**config.mk**
```make
export PLATFORM = sky130hd
export DESIGN_NAME = seg_bcd_capture_flat
export DESIGN_NICKNAME = d
export VERILOG_FILES = /design/src/rtl/seg_bcd_capture_if.sv /design/src/rtl/seg_bcd_capture.sv /design/src/flat_wrapper.sv
export SDC_FILE = /design/constraint.sdc
export NUM_CORES = 1
export LEC_CHECK = 0
export BUFFER_PORTS_ARGS = -buffer_cell sky130_fd_sc_hd__buf_4
export CORE_MARGIN = 10
export CORE_UTILIZATION = 54
export DETAILED_ROUTE_END_ITERATION = 10
export GPL_ROUTABILITY_DRIVEN = 0
export PLACE_DENSITY = 0.82
export SLEW_MARGIN = 0
export SYNTH_ARGS = -nofsm -noshare
export SYNTH_HDL_FRONTEND = slang
export SYNTH_SLANG_ARGS = --single-unit
```
**constraint.sdc**
```tcl
create_clock -name clk -period 5.7 [get_ports clk]
set_clock_uncertainty 0.15 [all_clocks]
set_input_delay 0.285 -clock clk [delete_from_list [all_inputs] [get_ports clk]]
set_output_delay 0.285 -clock clk [all_outputs]
set_load 0.02 [all_outputs]
```
**src/rtl/seg_bcd_capture_if.sv**
```systemverilog
// seg_bcd_capture_if: seven-segment bus plus recovered-value outputs; err_cnt exists only with CAPTURE_ERR_CNT_EN
interface seg_bcd_capture_if #(parameter int NDIG = 4);
  logic [6:0] seg;
  logic [NDIG-1:0] an;
  logic [4*NDIG-1:0] bcd_out;
  logic [NDIG-1:0] digit_err;
  logic frame_valid;
`ifdef CAPTURE_ERR_CNT_EN
  logic [7:0] err_cnt;
  modport master(output seg, an, input bcd_out, digit_err, frame_valid, err_cnt);
  modport slave(input seg, an, output bcd_out, digit_err, frame_valid, err_cnt);
`else
  modport master(output seg, an, input bcd_out, digit_err, frame_valid);
  modport slave(input seg, an, output bcd_out, digit_err, frame_valid);
`endif
endinterface

```
**src/rtl/seg_bcd_capture.sv**
```systemverilog
// seg_bcd_capture: recovers BCD digits from a multiplexed seven-segment bus; CAPTURE_ERR_CNT_EN adds err_cnt
module seg_bcd_capture #(
  parameter int NDIG = 4,
  parameter int STABLE_CYCLES = 4
) (
  input logic clk,
  input logic rst,
  seg_bcd_capture_if.slave bus
);
  typedef enum logic [1:0] {IDLE, DWELL, HELD} state_t;
  state_t state, state_n;
  logic [6:0] s_seg, p_seg;
  logic [NDIG-1:0] s_an, p_an, cap_sel, seen, err_q;
  logic [4*NDIG-1:0] bcd_q;
  logic [7:0] cnt, cnt_n;
  logic [3:0] dec_bcd, cap_bcd;
  logic dec_err, cap_err, cap, cap_en, fv, legal, same;
  assign legal = $onehot(~s_an);
  assign same = {s_an, s_seg} == {p_an, p_seg};
  // register the pins once, and keep the previous sample for the stability compare
  always_ff @(posedge clk)
    if (rst) begin
      s_seg <= '0;
      p_seg <= '0;
      s_an <= '1;
      p_an <= '1;
    end else begin
      s_seg <= bus.seg;
      s_an <= bus.an;
      p_seg <= s_seg;
      p_an <= s_an;
    end
  // segment pattern to BCD; blank reads as F, anything unknown as E with err
  always_comb begin
    dec_err = 1'b0;
    case (s_seg)
      7'h7E: dec_bcd = 4'd0;
      7'h30: dec_bcd = 4'd1;
      7'h6D: dec_bcd = 4'd2;
      7'h79: dec_bcd = 4'd3;
      7'h33: dec_bcd = 4'd4;
      7'h5B: dec_bcd = 4'd5;
      7'h5F: dec_bcd = 4'd6;
      7'h70: dec_bcd = 4'd7;
      7'h7F: dec_bcd = 4'd8;
      7'h7B: dec_bcd = 4'd9;
      7'h00: dec_bcd = 4'hF;
      default: begin
        dec_bcd = 4'hE;
        dec_err = 1'b1;
      end
    endcase
  end
  // state and dwell counter
  always_ff @(posedge clk) begin
    state <= rst ? IDLE : state_n;
    cnt <= rst ? 8'd0 : cnt_n;
  end
  // a change restarts the dwell at one sample; the last matching sample triggers the capture
  always_comb begin
    state_n = state;
    cnt_n = cnt;
    cap = 1'b0;
    if (!legal) begin
      state_n = IDLE;
      cnt_n = 8'd0;
    end else if (state == IDLE || !same) begin
      state_n = DWELL;
      cnt_n = 8'd1;
    end else if (state == DWELL) begin
      cap = cnt == 8'(STABLE_CYCLES - 1);
      state_n = cap ? HELD : DWELL;
      cnt_n = cap ? cnt : cnt + 8'd1;
    end
  end
  // capture stage: latch decision, selected digit and decoded value
  always_ff @(posedge clk)
    if (rst) begin
      cap_en <= 1'b0;
      cap_sel <= '0;
      cap_bcd <= '0;
      cap_err <= 1'b0;
    end else begin
      cap_en <= cap;
      cap_sel <= ~s_an;
      cap_bcd <= dec_bcd;
      cap_err <= dec_err;
    end
  // apply capture; a full seen mask pulses frame_valid and restarts with any coinciding capture
  always_ff @(posedge clk)
    if (rst) begin
      bcd_q <= '1;
      err_q <= '0;
      seen <= '0;
      fv <= 1'b0;
    end else begin
      fv <= &seen;
      seen <= (&seen ? '0 : seen) | (cap_en ? cap_sel : '0);
      for (int k = 0; k < NDIG; k++)
        if (cap_en && cap_sel[k]) begin
          bcd_q[4*k +: 4] <= cap_bcd;
          err_q[k] <= cap_err;
        end
    end
  assign bus.bcd_out = bcd_q;
  assign bus.digit_err = err_q;
  assign bus.frame_valid = fv;
`ifdef CAPTURE_ERR_CNT_EN
  logic [7:0] ec;
  // saturating count of captures that decoded as illegal
  always_ff @(posedge clk)
    if (rst) ec <= 8'd0;
    else if (cap_en && cap_err && ec != 8'hFF) ec <= ec + 8'd1;
  assign bus.err_cnt = ec;
`endif
endmodule
```
**src/flat_wrapper.sv**
```systemverilog
// flat-port wrapper written by rule: the top's interface ports become plain ports
module seg_bcd_capture_flat 
#(
  parameter int NDIG = 4,
  parameter int STABLE_CYCLES = 4
)
  (clk, rst, bus_seg, bus_an, bus_bcd_out, bus_digit_err, bus_frame_valid);
  seg_bcd_capture_if #(.NDIG(NDIG)) bus_i ();
  input logic clk;
  input logic rst;
  input wire logic [$bits(bus_i.seg)-1:0] bus_seg;
  input wire logic [$bits(bus_i.an)-1:0] bus_an;
  output wire logic [$bits(bus_i.bcd_out)-1:0] bus_bcd_out;
  output wire logic [$bits(bus_i.digit_err)-1:0] bus_digit_err;
  output wire logic [$bits(bus_i.frame_valid)-1:0] bus_frame_valid;
  assign bus_i.seg = bus_seg;
  assign bus_i.an = bus_an;
  assign bus_bcd_out = bus_i.bcd_out;
  assign bus_digit_err = bus_i.digit_err;
  assign bus_frame_valid = bus_i.frame_valid;
  seg_bcd_capture #(.NDIG(NDIG), .STABLE_CYCLES(STABLE_CYCLES)) u_core (.clk(clk), .rst(rst), .bus(bus_i));
endmodule
```
# == Word level (Yosys, flattened, before mapping) ==
# Index checks and enable logic that the tools add are counted.
# totals
reg_bits,67
inputBits,13
output_inout_bits,21
elab_cells,72
# op_classes
add_sub_neg,4
n_eq_ne,15
n_mux,10
bitwise_logic,5
n_reduce_logical,16
# op_table
cell,n
$eq 7x7->1 const B,8
$pmux 4 s11,1
$eq 7x6->1 const B,2
$eq 11x11->1,1
$reduce_or 11->1,1
$add 8x1->8 const B,1
$eq 8x2->1 const B,1
$mux 4,2
$logic_not 7->1,1
$mux 1,6
$add 1x1->2,2
$logic_and 1x1->1,4
$not 4->4,1
$or 4x4->4,1
$reduce_and 2->1,2
$reduce_and 4->1,1
$reduce_or 4->1,1
$add 3x3->3,1
$eq 3x1->1 const B,1
$not 1->1,3
$reduce_or 3->1,1
$eq 2x1->1 const B,1
$logic_not 2->1,1
$mux 2,1
other kinds (5),5

# == Depth between registers and ports, before layout ==
# logic_depth
word_depth,6
ltp_mapped,8
mapped_depth_nobuf,7

# == Worst setup path before layout ==
# OpenSTA, ideal clock, no wires.
# synth_timing
kind,reg-to-reg
from,register u_core.s_an[0]
to,register u_core.cap_en
setup_time_ns,0.073
t_arrival_ns,2.525
required_time_ns,5.477
slack_ns,2.952
path_stages_with_launch,9
n_path_buf,1
period_less_slack_ns,2.748
cell_sequence,dfxtp_1 inv_1 ha_1 ha_1 fa_1 or4b_4 or4_1 buf_2 nor3_2
# synth_between
elab_chain_cells,6
word_cells_on_any_way,9
classes_between,2 x add/sub; 2 x eq/ne; 2 x bitwise; 3 x reduce/logical
# synth_lines
element,line_no,text
from (decl),seg_bcd_capture.sv:13,"logic [NDIG-1:0] s_an, p_an, cap_sel, seen, err_q;"
from (signal assigned),seg_bcd_capture.sv:29,s_an <= bus.an;
$not 4->4,seg_bcd_capture.sv:18,assign legal = $onehot(~s_an);
$add 1x1->2 (not written as such),seg_bcd_capture.sv:18,
$add 3x3->3 (not written as such),seg_bcd_capture.sv:18,
$eq 3x1->1,seg_bcd_capture.sv:18,
$not 1->1 (no line),--,
$reduce_or 4->1 (no line) (*),--,
to (signal assigned),seg_bcd_capture.sv:84,cap_en <= cap;
to (decl),seg_bcd_capture.sv:17,"logic dec_err, cap_err, cap, cap_en, fv, legal, same;"
# Mark *: on every way between the ends. The rest lies on a longest branch, timed or not.
# A chain may end at the register's enable or synchronous reset.

# == Worst setup path in the final report ==
# Same ends and word-level chain as after synthesis.

==> flow_summary.toml <==
[global_route]
gr-usage-met1_pct = 13.8
top_usage_layer = "met2"
grt_first_pass_wirelength_mm = 7.93
grt_remaining_overflow = 0
grt_pass1_vias = 1834
antenna_found_initial = 0
track_usage_pct = 12.9
use_met2_pct = 21.4
grt_start_max_net_pins = 53
met3_usage_pct = 6.25

[job]
maxCapViolations = 0

[synth]
syn_area_per_cell_um2 = 9.93
synth_edf_count = 0
synth_compound_area_share_pct = 12.0
synth_cells = 256
ys_seq_area_share_pct = 52.8
synthArstFlopShare_pct = 0
ys_types = 38
synth_top_family_by_area = "simple AND/OR/NAND/NOR gates"
ys_ff_latch = 67
synth_xor_area_share_pct = 6.55
synth-simple-area-share_pct = 21.7
synth_ff_type = "dfxtp_1"
ys_warn_count = 0
synth_area_mm2 = 0.00254
synthAdderAreaFrac_pct = 2.76
syn-num-nets = 274
synthMuxAreaShare_pct = 0.394

[cells_and_area]
drive_above_1_share_pct = 18.0
syn_to_final_growth_pct = 18.0
nets = 309
num_antenna_cells = 0

[clock_network]
cts_setup_buffers = 0
cts_resized = 0
htree_levels = 3
cts_made_buffers = 9
postCtsHoldBufs = 4
clk_latency_ns = 0.33
cts-root-buf = "clkbuf_8"
clk_pin_slew_ns = 0.06
clock_sinks = 67
cts_tree = "yes"
cts_buffer_depth = 2

[hold_path]
min_path_type = "in -> reg"
hold_start = "bus_seg[5]"

[pwr]
p_seq_share_pct = 57.5
power_density_mw_per_mm2 = 289
power.switching_mw = 0.191
p_int_mw = 0.674
sw_frac_of_total_pct = 22.0
vdd_drop_max_uv = 194
combinationalPowerShare_pct = 5.6
p_leak_nw = 1.22
clockPowerShare_pct = 36.9

[sta]
worst_pin_slew_ns = 0.602
slew_headroom_pct = 58.8
setup_viol_count_final = 0
hold_violations = 0
fin_hold_ws_ns = 0.0164
fmax_mhz = 340
post-route-period-util_pct = 51.5
period_minus_slack_ns = 2.94
rsz0062_at_grt = "no"
fin_tns_setup_ns = 0
slew_violations = 0

[worst_setup_path]
cp-startpoint = "u_core.s_an[0]$_SDFF_PP1_"
cp.arrival_ns = 3.04
worstPathRequired_ns = 5.81
r2r-start = "u_core.s_an[0]$_SDFF_PP1_"
critical_path_class = "reg -> reg"
end_kind = "flop"
cp-start-kind = "flop"
critPathMaxFanout = 9

[drt]
routed_wl_mm = 4.62
detail_route.wl_per_cell_um = 13.3
drt_iter0_drc = 104
vias = 1869
dr.pass1.iters = 4
viasPerCell = 5.39
remaining_drc_errors = 0
ant_nets = 0

[placement]
io_buffers = 33
dp_hpwl_mm = 3.35

[floorplanning]
start_util_pct = 57.2
placementRows = 24
die_area_mm2 = 0.00785
die_y_um = 88.6
pin_count = 34
core_area_mm2 = 0.00444
die_w_um = 88.6

[outcome]
status = "complete, no violations"
==> synthesized netlist by cell type, drive strengths merged (2+ instances only) <==
cell	n	area, µm²
or3	4	25.0
o21ai	2	10.0
nor2	13	48.8
or4	2	15.0
and3	17	106
nand2b	2	12.5
xor2	6	52.6
a31oi	3	18.8
ha	4	50.1
inv	11	41.3
o22ai	2	12.5
xnor2	13	114
buf	6	30.0
nor2b	16	100
nand3	9	45.0
nand2	16	60.1
clkbuf	7	26.3
dfxtp	67	1340
or2	5	31.3
a211o	16	140
nor3	3	20.0
a21oi	11	55.1
nand4	7	43.8
==> state kept, by name, summed over array words and instances, names as in the netlist <==
signal	count
u_core.s_seg	7
u_core.s_an	4
u_core.p_seg	7
u_core.cap_bcd	4
u_core.p_an	4
u_core.cap_err	1
u_core.bus.bcd_out	16
u_core.state	2
u_core.seen	4
u_core.cap_sel	4
u_core.bus.frame_valid	1
u_core.cnt	8
u_core.bus.digit_err	4
u_core.cap_en	1
==> power by group through the flow <==
stage / combinational (mW) / clock, mW / sequential [mW]
CTS: 0.0492 / 0.331 / 0.497
global route: 0.0553 / 0.351 / 0.499
detailed placement: 0.0467 / 0 / 0.507
floorplan: 0.0391 / 0 / 0.500
finish: 0.0483 / 0.320 / 0.497
global placement: 0.0452 / 0 / 0.507
==> stage by stage <==
step                std cells  setup slack, ns  area, µm²  total power [mW]  util, %
CTS                       347             2.75       3000             0.877     67.5
finish                    347             2.76       3000             0.865     67.5
detailed placement        328             2.77       2800             0.554     63.0
global route              347             2.64       3000             0.905     67.5
global placement          328             2.82       2800             0.552     63.0
floorplan                 256             2.95       2540             0.539        -
==> metal layers <==
metal  part of all wire [%]  up-vias
met5                      0        -
met4                    1.3        0
met3                    6.8        8
met2                     49       35
met1                     43      859
li1                       -      967
==> area by class of cell <==
class	instances	area, µm²
inverter	11	41.3
fill	353	1450
sequential	67	1340
clock inverter	3	15.0
timing repair buffer	37	288
clock buffer	12	145
tap	52	65.1
multi-input combinational	165	1100
==> cell families (layout without fill, tap and decap cells) <==
family	after synthesis	after routing
xor gates and xnor gates	19	19
muxes	1	1
buffers and inverters	24	63
DFF	67	67
and+or+nand+nor	98	98
AOI/OAI and AO/OA	42	42
adders and majority gates	5	5
==> cell usage in the layout (no fill, tap or decap), drive strengths merged, types with 2 or more instances in the layout <==
master	Yosys	routed
nand4	7	7
or4	2	2
and3	17	17
nand2b	2	2
xor2	6	6
nand2	16	16
or3	4	4
inv	11	11
nand3	9	9
dfxtp	67	67
o21ai	2	2
a31oi	3	3
nor2b	16	16
a211o	16	16
o22ai	2	2
dlygate4sd3	0	4
a21oi	11	11
clkinv	0	3
nor3	3	3
buf	6	33
nor2	13	13
xnor2	13	13
ha	4	4
clkbuf	7	12
or2	5	5
==> worst paths after layout <==
| check | end | slack [ns] | cells past startpoint |
|---|---|---|---|
| worst max-delay path | u_core.cap_en$_SDFF_PP0_ | 2.76 | 7 |
| worst min-delay path | u_core.s_seg[5]$_SDFF_PP0_ | 0.02 | 2 |
| worst max register to register | u_core.cap_en$_SDFF_PP0_ | 2.76 | 7 |
| worst min register to register | u_core.seen[0]$_SDFF_PP0_ | 0.31 | 2 |
==> critical path, cell delays in order, from the launching register on <==
cell	delay [ns]
dfxtp_1	0.36
inv_1	0.06
ha_1	0.29
ha_1	0.22
fa_1	0.43
or4b_4	0.55
or4_1	0.59
nor3_2	0.23
Note: power is estimated with default switching activity, not from simulation.
